`config.mk`:
```
export PLATFORM = sky130hd
export DESIGN_NAME = tmds_decoder_flat
export DESIGN_NICKNAME = d
export VERILOG_FILES = /design/src/rtl/tmds_decoder_if.sv /design/src/rtl/tmds_decoder.sv /design/src/flat_wrapper.sv
export SDC_FILE = /design/constraint.sdc
export NUM_CORES = 1
export LEC_CHECK = 0
export ABC_AREA = 1
export BUFFER_PORTS_ARGS = -buffer_cell sky130_fd_sc_hd__buf_2
export CORE_MARGIN = 2
export CORE_UTILIZATION = 35
export CTS_CLUSTER_DIAMETER = 30
export DETAILED_ROUTE_END_ITERATION = 10
export PLACE_DENSITY_LB_ADDON = 0.12
export SETUP_SLACK_MARGIN = 0.2
export SYNTH_ARGS = -nofsm -noshare
export SYNTH_HDL_FRONTEND = slang
export SYNTH_SLANG_ARGS = --single-unit
```
`constraint.sdc`:
```
create_clock -name clk -period 2.55 [get_ports clk]
set_clock_uncertainty 0.2 [all_clocks]
set_input_delay 0.1275 -clock clk [delete_from_list [all_inputs] [get_ports clk]]
set_output_delay 0.1275 -clock clk [all_outputs]
set_load 0.1 [all_outputs]
```
`src/rtl/tmds_decoder_if.sv`:
```
// Symbol/status bundle between a deserializer (master) and one TMDS channel decoder (slave).
interface tmds_decoder_if;
  logic [9:0] din;
  logic       bitslip;
  logic       locked;
  logic       de;
  logic [1:0] ctrl;
  logic [7:0] data;
  logic       err;

  modport master (
    output din,
    input  bitslip,
    input  locked,
    input  de,
    input  ctrl,
    input  data,
    input  err
  );

  modport slave (
    input  din,
    output bitslip,
    output locked,
    output de,
    output ctrl,
    output data,
    output err
  );
endinterface

```
`src/rtl/tmds_decoder.sv`:
```
// One TMDS receive channel: symbol register, 10b->8b decode, control-token detection and a
// word-alignment FSM that requests bit-slips until control tokens are seen reliably.
module tmds_decoder #(
  parameter int unsigned ALIGN_TOKENS  = 128,
  parameter int unsigned SEARCH_WINDOW = 4096,
  parameter int unsigned SLIP_WAIT     = 16
) (
  input logic           clk,
  input logic           rstn,
  tmds_decoder_if.slave bus
);

  localparam int unsigned RunW  = $clog2(ALIGN_TOKENS + 1);
  localparam int unsigned WinW  = $clog2(SEARCH_WINDOW + 1);
  localparam int unsigned WaitW = $clog2(SLIP_WAIT + 1);

  localparam logic [RunW-1:0]  RunMax   = RunW'(ALIGN_TOKENS);
  localparam logic [WinW-1:0]  WinLast  = WinW'(SEARCH_WINDOW - 1);
  localparam logic [WaitW-1:0] WaitLast = WaitW'(SLIP_WAIT - 1);

  localparam logic [1:0] StSearch = 2'd0;
  localparam logic [1:0] StSlip   = 2'd1;
  localparam logic [1:0] StWait   = 2'd2;
  localparam logic [1:0] StLocked = 2'd3;

  logic [9:0]       r_s1;
  logic [1:0]       r_state;
  logic [RunW-1:0]  r_run;
  logic [WinW-1:0]  r_win;
  logic [WaitW-1:0] r_wait;
  logic             r_bitslip;
  logic             r_locked;
  logic             r_err;
  logic             r_de;
  logic [1:0]       r_ctrl;
  logic [7:0]       r_data;

  logic             w_tok;
  logic [1:0]       w_tok_ctrl;
  logic [7:0]       w_d;
  logic [7:0]       w_q;
  logic [1:0]       w_state_nxt;
  logic [RunW-1:0]  w_run_nxt;
  logic [RunW-1:0]  w_run_inc;
  logic [WinW-1:0]  w_win_nxt;
  logic [WaitW-1:0] w_wait_nxt;
  logic             w_bitslip_nxt;
  logic             w_err_nxt;

  always_comb begin
    w_tok      = 1'b1;
    w_tok_ctrl = 2'b00;
    unique case (r_s1)
      10'h354: w_tok_ctrl = 2'b00;
      10'h0AB: w_tok_ctrl = 2'b01;
      10'h154: w_tok_ctrl = 2'b10;
      10'h2AB: w_tok_ctrl = 2'b11;
      default: w_tok      = 1'b0;
    endcase
  end

  // Undo the optional DC-balance inversion, then the XOR/XNOR transition chain.
  always_comb begin
    w_d    = r_s1[9] ? ~r_s1[7:0] : r_s1[7:0];
    w_q    = '0;
    w_q[0] = w_d[0];
    for (int i = 1; i < 8; i++) begin
      w_q[i] = r_s1[8] ? (w_d[i] ^ w_d[i-1]) : ~(w_d[i] ^ w_d[i-1]);
    end
  end

  always_comb begin
    w_state_nxt   = r_state;
    w_win_nxt     = r_win;
    w_wait_nxt    = r_wait;
    w_bitslip_nxt = 1'b0;
    w_err_nxt     = 1'b0;
    w_run_inc     = (r_run == RunMax) ? r_run : r_run + 1'b1;
    w_run_nxt     = w_tok ? w_run_inc : '0;
    unique case (r_state)
      StSearch: begin
        w_win_nxt = r_win + 1'b1;
        // Lock takes priority over a slip falling due on the same edge.
        if (w_tok && (w_run_inc == RunMax)) begin
          w_state_nxt = StLocked;
          w_win_nxt   = '0;
        end else if (r_win == WinLast) begin
          w_state_nxt   = StSlip;
          w_bitslip_nxt = 1'b1;
          w_win_nxt     = '0;
          w_run_nxt     = '0;
        end
      end
      StSlip: begin
        w_state_nxt = StWait;
        w_wait_nxt  = '0;
        w_win_nxt   = '0;
        w_run_nxt   = '0;
      end
      StWait: begin
        w_win_nxt = '0;
        w_run_nxt = '0;
        if (r_wait == WaitLast) begin
          w_state_nxt = StSearch;
          w_wait_nxt  = '0;
        end else begin
          w_wait_nxt = r_wait + 1'b1;
        end
      end
      StLocked: begin
        if (w_tok) begin
          w_win_nxt = '0;
        end else if (r_win == WinLast) begin
          // Timeout drops back to searching; the next slip waits a full window.
          w_state_nxt = StSearch;
          w_err_nxt   = 1'b1;
          w_win_nxt   = '0;
          w_run_nxt   = '0;
        end else begin
          w_win_nxt = r_win + 1'b1;
        end
      end
      default: begin
        w_state_nxt = StSearch;
        w_win_nxt   = '0;
        w_run_nxt   = '0;
      end
    endcase
  end

  always_ff @(posedge clk or negedge rstn) begin
    if (!rstn) begin
      r_s1      <= '0;
      r_state   <= StSearch;
      r_run     <= '0;
      r_win     <= '0;
      r_wait    <= '0;
      r_bitslip <= 1'b0;
      r_locked  <= 1'b0;
      r_err     <= 1'b0;
    end else begin
      r_s1      <= bus.din;
      r_state   <= w_state_nxt;
      r_run     <= w_run_nxt;
      r_win     <= w_win_nxt;
      r_wait    <= w_wait_nxt;
      r_bitslip <= w_bitslip_nxt;
      r_locked  <= (w_state_nxt == StLocked);
      r_err     <= w_err_nxt;
    end
  end

  always_ff @(posedge clk or negedge rstn) begin
    if (!rstn) begin
      r_de   <= 1'b0;
      r_ctrl <= 2'b00;
      r_data <= 8'h00;
    end else if (!r_locked) begin
      r_de <= 1'b0;
    end else if (w_tok) begin
      r_de   <= 1'b0;
      r_ctrl <= w_tok_ctrl;
    end else begin
      r_de   <= 1'b1;
      r_data <= w_q;
    end
  end

  assign bus.bitslip = r_bitslip;
  assign bus.locked  = r_locked;
  assign bus.err     = r_err;
  assign bus.de      = r_de;
  assign bus.ctrl    = r_ctrl;
  assign bus.data    = r_data;

  a_slip_err_excl: assert property (@(posedge clk) disable iff (!rstn) !(r_bitslip && r_err));

endmodule

```
`src/flat_wrapper.sv`:
```
// flat-port wrapper written by rule: the top's interface ports become plain ports
module tmds_decoder_flat 
#(
  parameter int unsigned ALIGN_TOKENS  = 128,
  parameter int unsigned SEARCH_WINDOW = 4096,
  parameter int unsigned SLIP_WAIT     = 16
)
  (clk, rstn, bus_din, bus_bitslip, bus_locked, bus_de, bus_ctrl, bus_data, bus_err);
  tmds_decoder_if bus_i ();
  input logic clk;
  input logic rstn;
  input wire logic [$bits(bus_i.din)-1:0] bus_din;
  output wire logic [$bits(bus_i.bitslip)-1:0] bus_bitslip;
  output wire logic [$bits(bus_i.locked)-1:0] bus_locked;
  output wire logic [$bits(bus_i.de)-1:0] bus_de;
  output wire logic [$bits(bus_i.ctrl)-1:0] bus_ctrl;
  output wire logic [$bits(bus_i.data)-1:0] bus_data;
  output wire logic [$bits(bus_i.err)-1:0] bus_err;
  assign bus_i.din = bus_din;
  assign bus_bitslip = bus_i.bitslip;
  assign bus_locked = bus_i.locked;
  assign bus_de = bus_i.de;
  assign bus_ctrl = bus_i.ctrl;
  assign bus_data = bus_i.data;
  assign bus_err = bus_i.err;
  tmds_decoder #(.ALIGN_TOKENS(ALIGN_TOKENS), .SEARCH_WINDOW(SEARCH_WINDOW), .SLIP_WAIT(SLIP_WAIT)) u_core (.clk(clk), .rstn(rstn), .bus(bus_i));
endmodule
```
==> summary.md, run 1 <==
| Metric | Value |
|---|---|
| Maximum clock rate | `469 MHz` |
| EDFF count, synth | `0` |
| Initial detailed-routing violation count | `71` |
| Routed length per instance | `11.7 µm` |
| Port Buffers | `25` |
| Post-synth top area cell | `dfrtp_1` |
| Count leader, synth | `nand2_1` |
| Area growth from synthesis to layout | `16.9%` |
| RSZ-0062 raised after global routing | `false` |
| Distinct cells, synth | `34` |
| VDD IR max | `0.194 mV` |
| Final-stage net count | `391` |
| Non-filler cells in the finished layout | `474` |
| Clock Path Buffers | `2` |
| Layout cells sized above 1 | `17.2%` |
| Status | `completed` |
| Total power divided by cell area | `469 nW/µm²` |
| Clk slew on worst S/H paths | `100 ps` |
| TNS Setup | `0 ps` |
| Row cnt | `32` |
| R2R Setup Slk | `420 ps` |
| Drt pass-1 iters | `4` |
| Final Cycle Share | `83.7%` |
| CP Capture Type | `flip-flop` |
| Die width | `92.9 µm` |
| Critical path class | `flip-flop to flip-flop` |
| Number of buffers created by CTS | `5` |
| Syn Std Cell Area | `2770 µm²` |
| Antenna Cells | `0` |
| WL final | `5530 µm` |
| TritonCTS clock tree | `yes` |
| Worst path required time | `2520 ps` |
| Syn. warnings | `0` |
| CP max FO | `8` |
| Worst slew margin | `65.6%` |
| RD Place Congestion | `0.830` |
| Worst slew pin tran | `515 ps` |
| Post-CTS sizing | `0` |
| Final Hold Vio Count | `0` |
| Max incr delay on CP | `430 ps` |
| Leakage | `1.58 nW` |
| Die footprint | `8630 µm²` |
| CP Launch Type | `flip-flop` |
| CP max stage cell | `dfrtp_1` |
| First-pass GRT wire length | `10200 µm` |
| Vias per cell | `4.46` |
| Total track usage | `14.6%` |
| Main synth FF type | `dfrtp_1` |
| Worst-Skew Late Latency | `300 ps` |
| Synth async-reset ratio | `100%` |
| Post-route ant nets | `0` |
| CTS root buffer | `clkbuf_8` |
| Share of the synthesized area in the top cell type | `47.1%` |
| Mean Syn Cell Area | `8.35 µm²` |
| Die extent in y | `92.9 µm` |
| Most instantiated cells after synthesis | `72 x nand2_1, 52 x dfrtp_1, 39 x nor2_1, 38 x inv_1, 24 x nand3_1` |
| Antenna violations before repair | `0` |
| GRT overflow | `0` |
| Clock Sinks | `52` |
| CP Capture Point | `u_core.r_win[7]$_DFF_PN0_` |
| CORE AREA | `7690 µm²` |
| Worst r2r dst | `u_core.r_win[7]$_DFF_PN0_` |
| Initial Utilization | `36.0%` |
| Synth area leaders | `dfrtp_1 47%, nand2_1 9.8%, xor2_1 5.4%` |
| CP arrival | `2100 ps` |
| Crit path top cell by count | `nand3_1` |
| Post-CTS Hold Fix Bufs | `11` |
| Total power | `0.00152 W` |
| Register bit total from synthesis | `52` |
| R2r worst-path depth | `8` |
| Reg-to-reg startpoint | `u_core.r_run[0]$_DFF_PN0_` |
| Post-Syn Nets | `351` |
| Post-layout min period | `2130 ps` |
| Postcts setup bufs | `0` |
| Worst path cell trace | `ha_1 > nand3_1 > xor2_1 > nand2_1 > nor2_1 > nand3_2 > nand3_1 > o21ai_0` |
| Largest net degree at the start of global routing | `34` |
| CTS H-tree depth | `2` |
| # setup viols final | `0` |
| Slew Viols, Final | `0` |
| Vias in the first global route | `2234` |
| IO Count | `26` |
| Type of the most critical hold path | `input pin to async pin` |
| Max cap viols | `0` |
| DP HPWL | `4070 µm` |
| Residual DRC count | `0` |
| Worst setup startpoint | `u_core.r_run[0]$_DFF_PN0_` |
| Cell count after synthesis | `331` |
| Via count | `2113` |
| Placed cells | `455` |
| Sequential share of the synthesized area | `47.1%` |
-- area by class of cell --
class,instances,area [µm²]
flip-flops and latches,52,1300
inverters,42,158
clock inverters,2,38.8
repair buffers,38,250
clock buffers,6,82.6
fillers,773,4460
well taps,102,128
multi-input cells,232,1270
-- report_power, final --
group / internal [W] / switching [W]
clock: 0.000321 / 0.000280
sequential: 0.000832 / 0.0000115
combinational: 0.0000318 / 0.0000381
-- how the worst min path moves through the flow --
stage	endpoint	start	cells past startpoint	slack (ps)
floorplan	u_core.bus.bitslip$_DFF_PN0_	rstn	0	-370
global placement	u_core.r_s1[8]$_DFF_PN0_	rstn	1	-100
detailed placement	u_core.r_s1[3]$_DFF_PN0_	rstn	1	-90
CTS	u_core.r_s1[5]$_DFF_PN0_	rstn	2	100
global route	u_core.r_s1[5]$_DFF_PN0_	rstn	2	130
finish	u_core.r_s1[5]$_DFF_PN0_	rstn	2	90
-- kinds of logic (layout without fill, tap and decap cells) --
family	count (synthesis)	count (layout)	synth area share, %
adder cells (fa/ha/maj)	8	8	3.62
AO/OA/AOI/OAI	31	31	6.52
AND/OR/NAND/NOR	170	170	28.4
XOR/XNOR	23	23	7.56
buffers and inverters	47	88	6.88
flip-flops	52	52	47.1
-- registers in the layout, summed over array words and instances (netlist names), 2 cells and up --
name and count:
u_core.r_wait 5, u_core.bus.ctrl 2, u_core.r_s1 10, u_core.r_state 2, u_core.r_win 13, u_core.r_run 8
u_core.bus.data 8
-- worst max-delay path: cells and delay by family, from the launching register on --
family | cells | cell delay (ps)
XOR/XNOR | 1 | 330
AND/OR/NAND/NOR | 5 | 680
AO/OA/AOI/OAI | 1 | 120
adder cells (fa/ha/maj) | 1 | 240
flip-flops | 1 | 430
-- layer usage --
metal | vias to the layer above | GRT usage (%) | part of all wire [%]
met5 | - | 0 | 0
met1 | 966 | 19.4 | 50
met3 | 8 | 3.01 | 2.5
li1 | 1117 | - | -
met2 | 22 | 24.4 | 46
met4 | 0 | 3.80 | 1.5
-- placed cells by master (no fill, tap or decap) --
master	count
dfrtp_1	52
a21oi_1	4
nand4_1	4
nand3_1	24
nor2_1	39
nand4_2	1
nand3b_1	3
xnor2_1	5
nor3_2	1
dlygate4sd3_1	11
nand2_1	72
a21boi_0	1
buf_4	2
nand2_2	6
nor2_2	11
and3_1	1
o41ai_1	2
clkbuf_8	6
xor2_2	1
buf_2	25
o211ai_1	1
or2_2	1
nand3_2	1
inv_2	4
o31ai_1	2
bufinv_16	1
o21ai_0	18
ha_1	8
inv_1	38
xor2_1	17
nor3_1	3
nor2_4	2
nand2_4	1
a21o_1	2
clkinv_4	1
o21bai_1	1
-- metrics by stage --
step                      utilization [%]  hold WS [ps]  area [µm²]  setup slack (ps)
after floorplan                         -          -368        2770               630
after global placement               39.0         -98.6        3000               444
after detailed placement             39.0         -90.5        3000               436
after CTS                            42.0          99.1        3230               421
after global routing                 42.0           131        3230               234
final                                42.0          94.3        3230               417
(Power assumes the default switching activity.)
==> inputs of run 2 (changes only) <==
- clock period: 2.55 -> 2.1 ns (I/O delays scaled with it)
==> run 2 against run 1 <==
Against the previous run:
- die area stayed put
- fmax is 8.0% higher
- largest cell class is now multi-input gates
- count of clock-buffer cells in the layout is 1 lower
- setup slack worse by 290 ps
- wire length is 9.1% higher
- cell area is 11% higher
- non-clock buffer count is 20 higher
- critical path depth is 4 higher
- cell count is 4.2% higher
- clock power is 15% higher
- hold slack better by 28 ps
==> summary.md, run 2 (synthesis gave the netlist of run 1 again) <==
| Metric | Value |
|---|---|
| Critical path class | `flip-flop to flip-flop` |
| Die extent in y | `92.9 µm (unchanged)` |
| Initial detailed-routing violation count | `43 (-39%)` |
| Clk pwr share | `38.3% (-1.4 points)` |
| TritonCTS clock tree | `yes` |
| Max FFs per register | `13 (unchanged)` |
| Antenna Cells | `0 (unchanged)` |
| Layout cells sized above 1 | `31.4% (+14 points)` |
| Top Registers | `u_core.r_win x13, u_core.r_s1 x10` |
| NetSw | `0.000399 W (+21%)` |
| Worst path required time | `2090 ps (-430 ps)` |
| R2r worst-path depth | `12 (+4)` |
| Total track usage | `14.8% (+0.20 points)` |
| Initial Utilization | `36.0% (unchanged)` |
| Via count | `2284 (+8.1%)` |
| Sw Ratio | `22.1% (+0.35 points)` |
| Antenna violations before repair | `0 (unchanged)` |
| Area growth from synthesis to layout | `30.1%` |
| Slew Viols, Final | `0 (unchanged)` |
| Die width | `92.9 µm (unchanged)` |
| Number of buffers created by CTS | `5 (unchanged)` |
| RSZ-0062 raised after global routing | `true` |
| Drt pass-1 iters | `4 (unchanged)` |
| Final Hold Vio Count | `0 (unchanged)` |
| Max cap viols | `0 (unchanged)` |
| Post-route ant nets | `0 (unchanged)` |
| CTS root buffer | `clkbuf_8` |
| WL final | `6030 µm (+9.1%)` |
| Largest net degree at the start of global routing | `31 (-8.8%)` |
| CTS H-tree depth | `2 (unchanged)` |
| Non-filler cells in the finished layout | `494 (+4.2%)` |
| Clock Sinks | `52 (unchanged)` |
| Total power | `0.00180 W (+19%)` |
| TNS Setup | `0 ps (unchanged)` |
| CP Launch Type | `flip-flop` |
| Worst r2r dst | `u_core.r_run[3]$_DFF_PN0_` |
| Vias per cell | `4.62 (+3.7%)` |
| Reg-to-reg startpoint | `u_core.r_run[1]$_DFF_PN0_` |
| Status | `completed` |
| IO Count | `26 (unchanged)` |
| CP arrival | `1970 ps (-130 ps)` |
| Routed length per instance | `12.2 µm (+4.6%)` |
| Min Hold Slack | `122 ps (+27.7 ps)` |
| Port Buffers | `25 (unchanged)` |
| Worst-Skew Late Latency | `300 ps (about the same)` |
| CP max FO | `8 (unchanged)` |
| R2R Setup Slk | `120 ps (-290 ps)` |
| VDD IR max | `0.410 mV (+110%)` |
| Clock Path Buffers | `2 (unchanged)` |
| DP HPWL | `4080 µm (+0.21%)` |
| CP Capture Type | `flip-flop` |
| Largest reg by FF count | `u_core.r_win` |
| Final worst slack | `124 ps (-293 ps)` |
| Type of the most critical hold path | `input pin to async pin` |
| Final-stage net count | `411 (+5.1%)` |
| Die footprint | `8630 µm² (unchanged)` |
| # setup viols final | `0 (unchanged)` |
| Pre-CTS setup slack | `51.7 ps (-385 ps)` |
| Worst slew pin tran | `491 ps (-23.5 ps)` |
| Residual DRC count | `0 (unchanged)` |
| CORE AREA | `7690 µm² (unchanged)` |
| Total internal power | `0.00141 W (+19%)` |
| Commonest non-fill, non-tap cell in the layout | `nand2_1` |
| Seq pwr share | `56.7% (+1.0 points)` |
| Vias in the first global route | `2264 (+1.3%)` |
| Total power divided by cell area | `502 nW/µm² (+7.0%)` |
| RD Place Congestion | `0.806 (-2.9%)` |
| Placed cells | `463 (+1.8%)` |
| Leakage | `1.69 nW (+7.0%)` |
| Worst slew margin | `67.5% (+1.9 points)` |
| Clk slew on worst S/H paths | `100 ps (about the same)` |
| Comb pwr share | `5.0% (+0.4 points)` |
| Post-layout min period | `1980 ps (-157 ps)` |
| Row cnt | `32 (unchanged)` |
| Most frequent cells in the layout | `58 x nand2_1, 49 x dfrtp_1, 36 x inv_1` |
| GRT overflow | `0 (unchanged)` |
| Final Cycle Share | `94.1% (+10 points)` |
| First-pass GRT wire length | `10300 µm (+0.41%)` |
| Maximum clock rate | `506 MHz (+8.0%)` |
run 2: routing by layer:
layer	up-vias	track usage (%)	part of all wire, %
met3	11	2.93	3.1
li1	1157	-	-
met2	38	24.6	48
met1	1078	19.3	46
met4	0	5.15	2.1
met5	-	0	0
run 2: timing repair:
item | CTS | global route
pin swaps | 8 | 18
hold buffers | 11 | 0
endpoints found under the hold margin | 62 | 0
setup buffers | 4 | 8
endpoints found under the setup margin | 23 | 34
gates resized for setup | 8 | 49
run 2: stage by stage:
| stage | utilization (%) | instance area, µm² |
|---|---|---|
| finish | 46.8 | 3600 |
| global route | 46.8 | 3600 |
| CTS | 43.5 | 3340 |
| detailed placement | 39.9 | 3070 |
| global placement | 39.9 | 3070 |
| floorplan | - | 2770 |
run 2: worst max-delay path: stages (launching register included):
cell	delay [ps]
dfrtp_2	450
inv_1	110
ha_4	150
nand2_4	50
nor2_4	150
nand2_4	80
nand2_2	90
nand2_4	70
and3_1	160
nand3_1	90
nand2_2	70
nand2_4	140
nor2_1	50
run 2: area by class of cell:
cell class,count,area (µm²)
fill,784,4090
tap,102,128
inverter,42,158
timing repair buffer,58,408
multi-input combinational,232,1490
clock inverter,3,42.5
clock buffer,5,68.8
sequential,52,1310
run 2: how the worst max path moves through the flow:
stage / start / endpoint / slack, ps / cells after the start
after floorplan: u_core.r_run[0]$_DFF_PN0_ / u_core.bus.locked$_DFF_PN0_ / 250 / 11
after global placement: u_core.r_run[0]$_DFF_PN0_ / u_core.bus.locked$_DFF_PN0_ / 90 / 11
after detailed placement: u_core.r_run[0]$_DFF_PN0_ / u_core.bus.locked$_DFF_PN0_ / 50 / 11
after CTS: u_core.r_run[0]$_DFF_PN0_ / u_core.bus.locked$_DFF_PN0_ / 150 / 15
after global routing: u_core.r_run[0]$_DFF_PN0_ / u_core.r_win[10]$_DFF_PN0_ / 20 / 9
final: u_core.r_run[1]$_DFF_PN0_ / u_core.r_run[3]$_DFF_PN0_ / 120 / 12
run 2: power groups by stage:
stage          clock network, W  logic (W)  registers, W
3_5_place_dp                  0  0.0000761       0.00104
6_report               0.000691  0.0000907       0.00102
3_3_place_gp                  0  0.0000754       0.00104
2_1_floorplan                 0  0.0000366       0.00104
5_1_grt                0.000767   0.000103       0.00103
4_1_cts                0.000731  0.0000920       0.00102
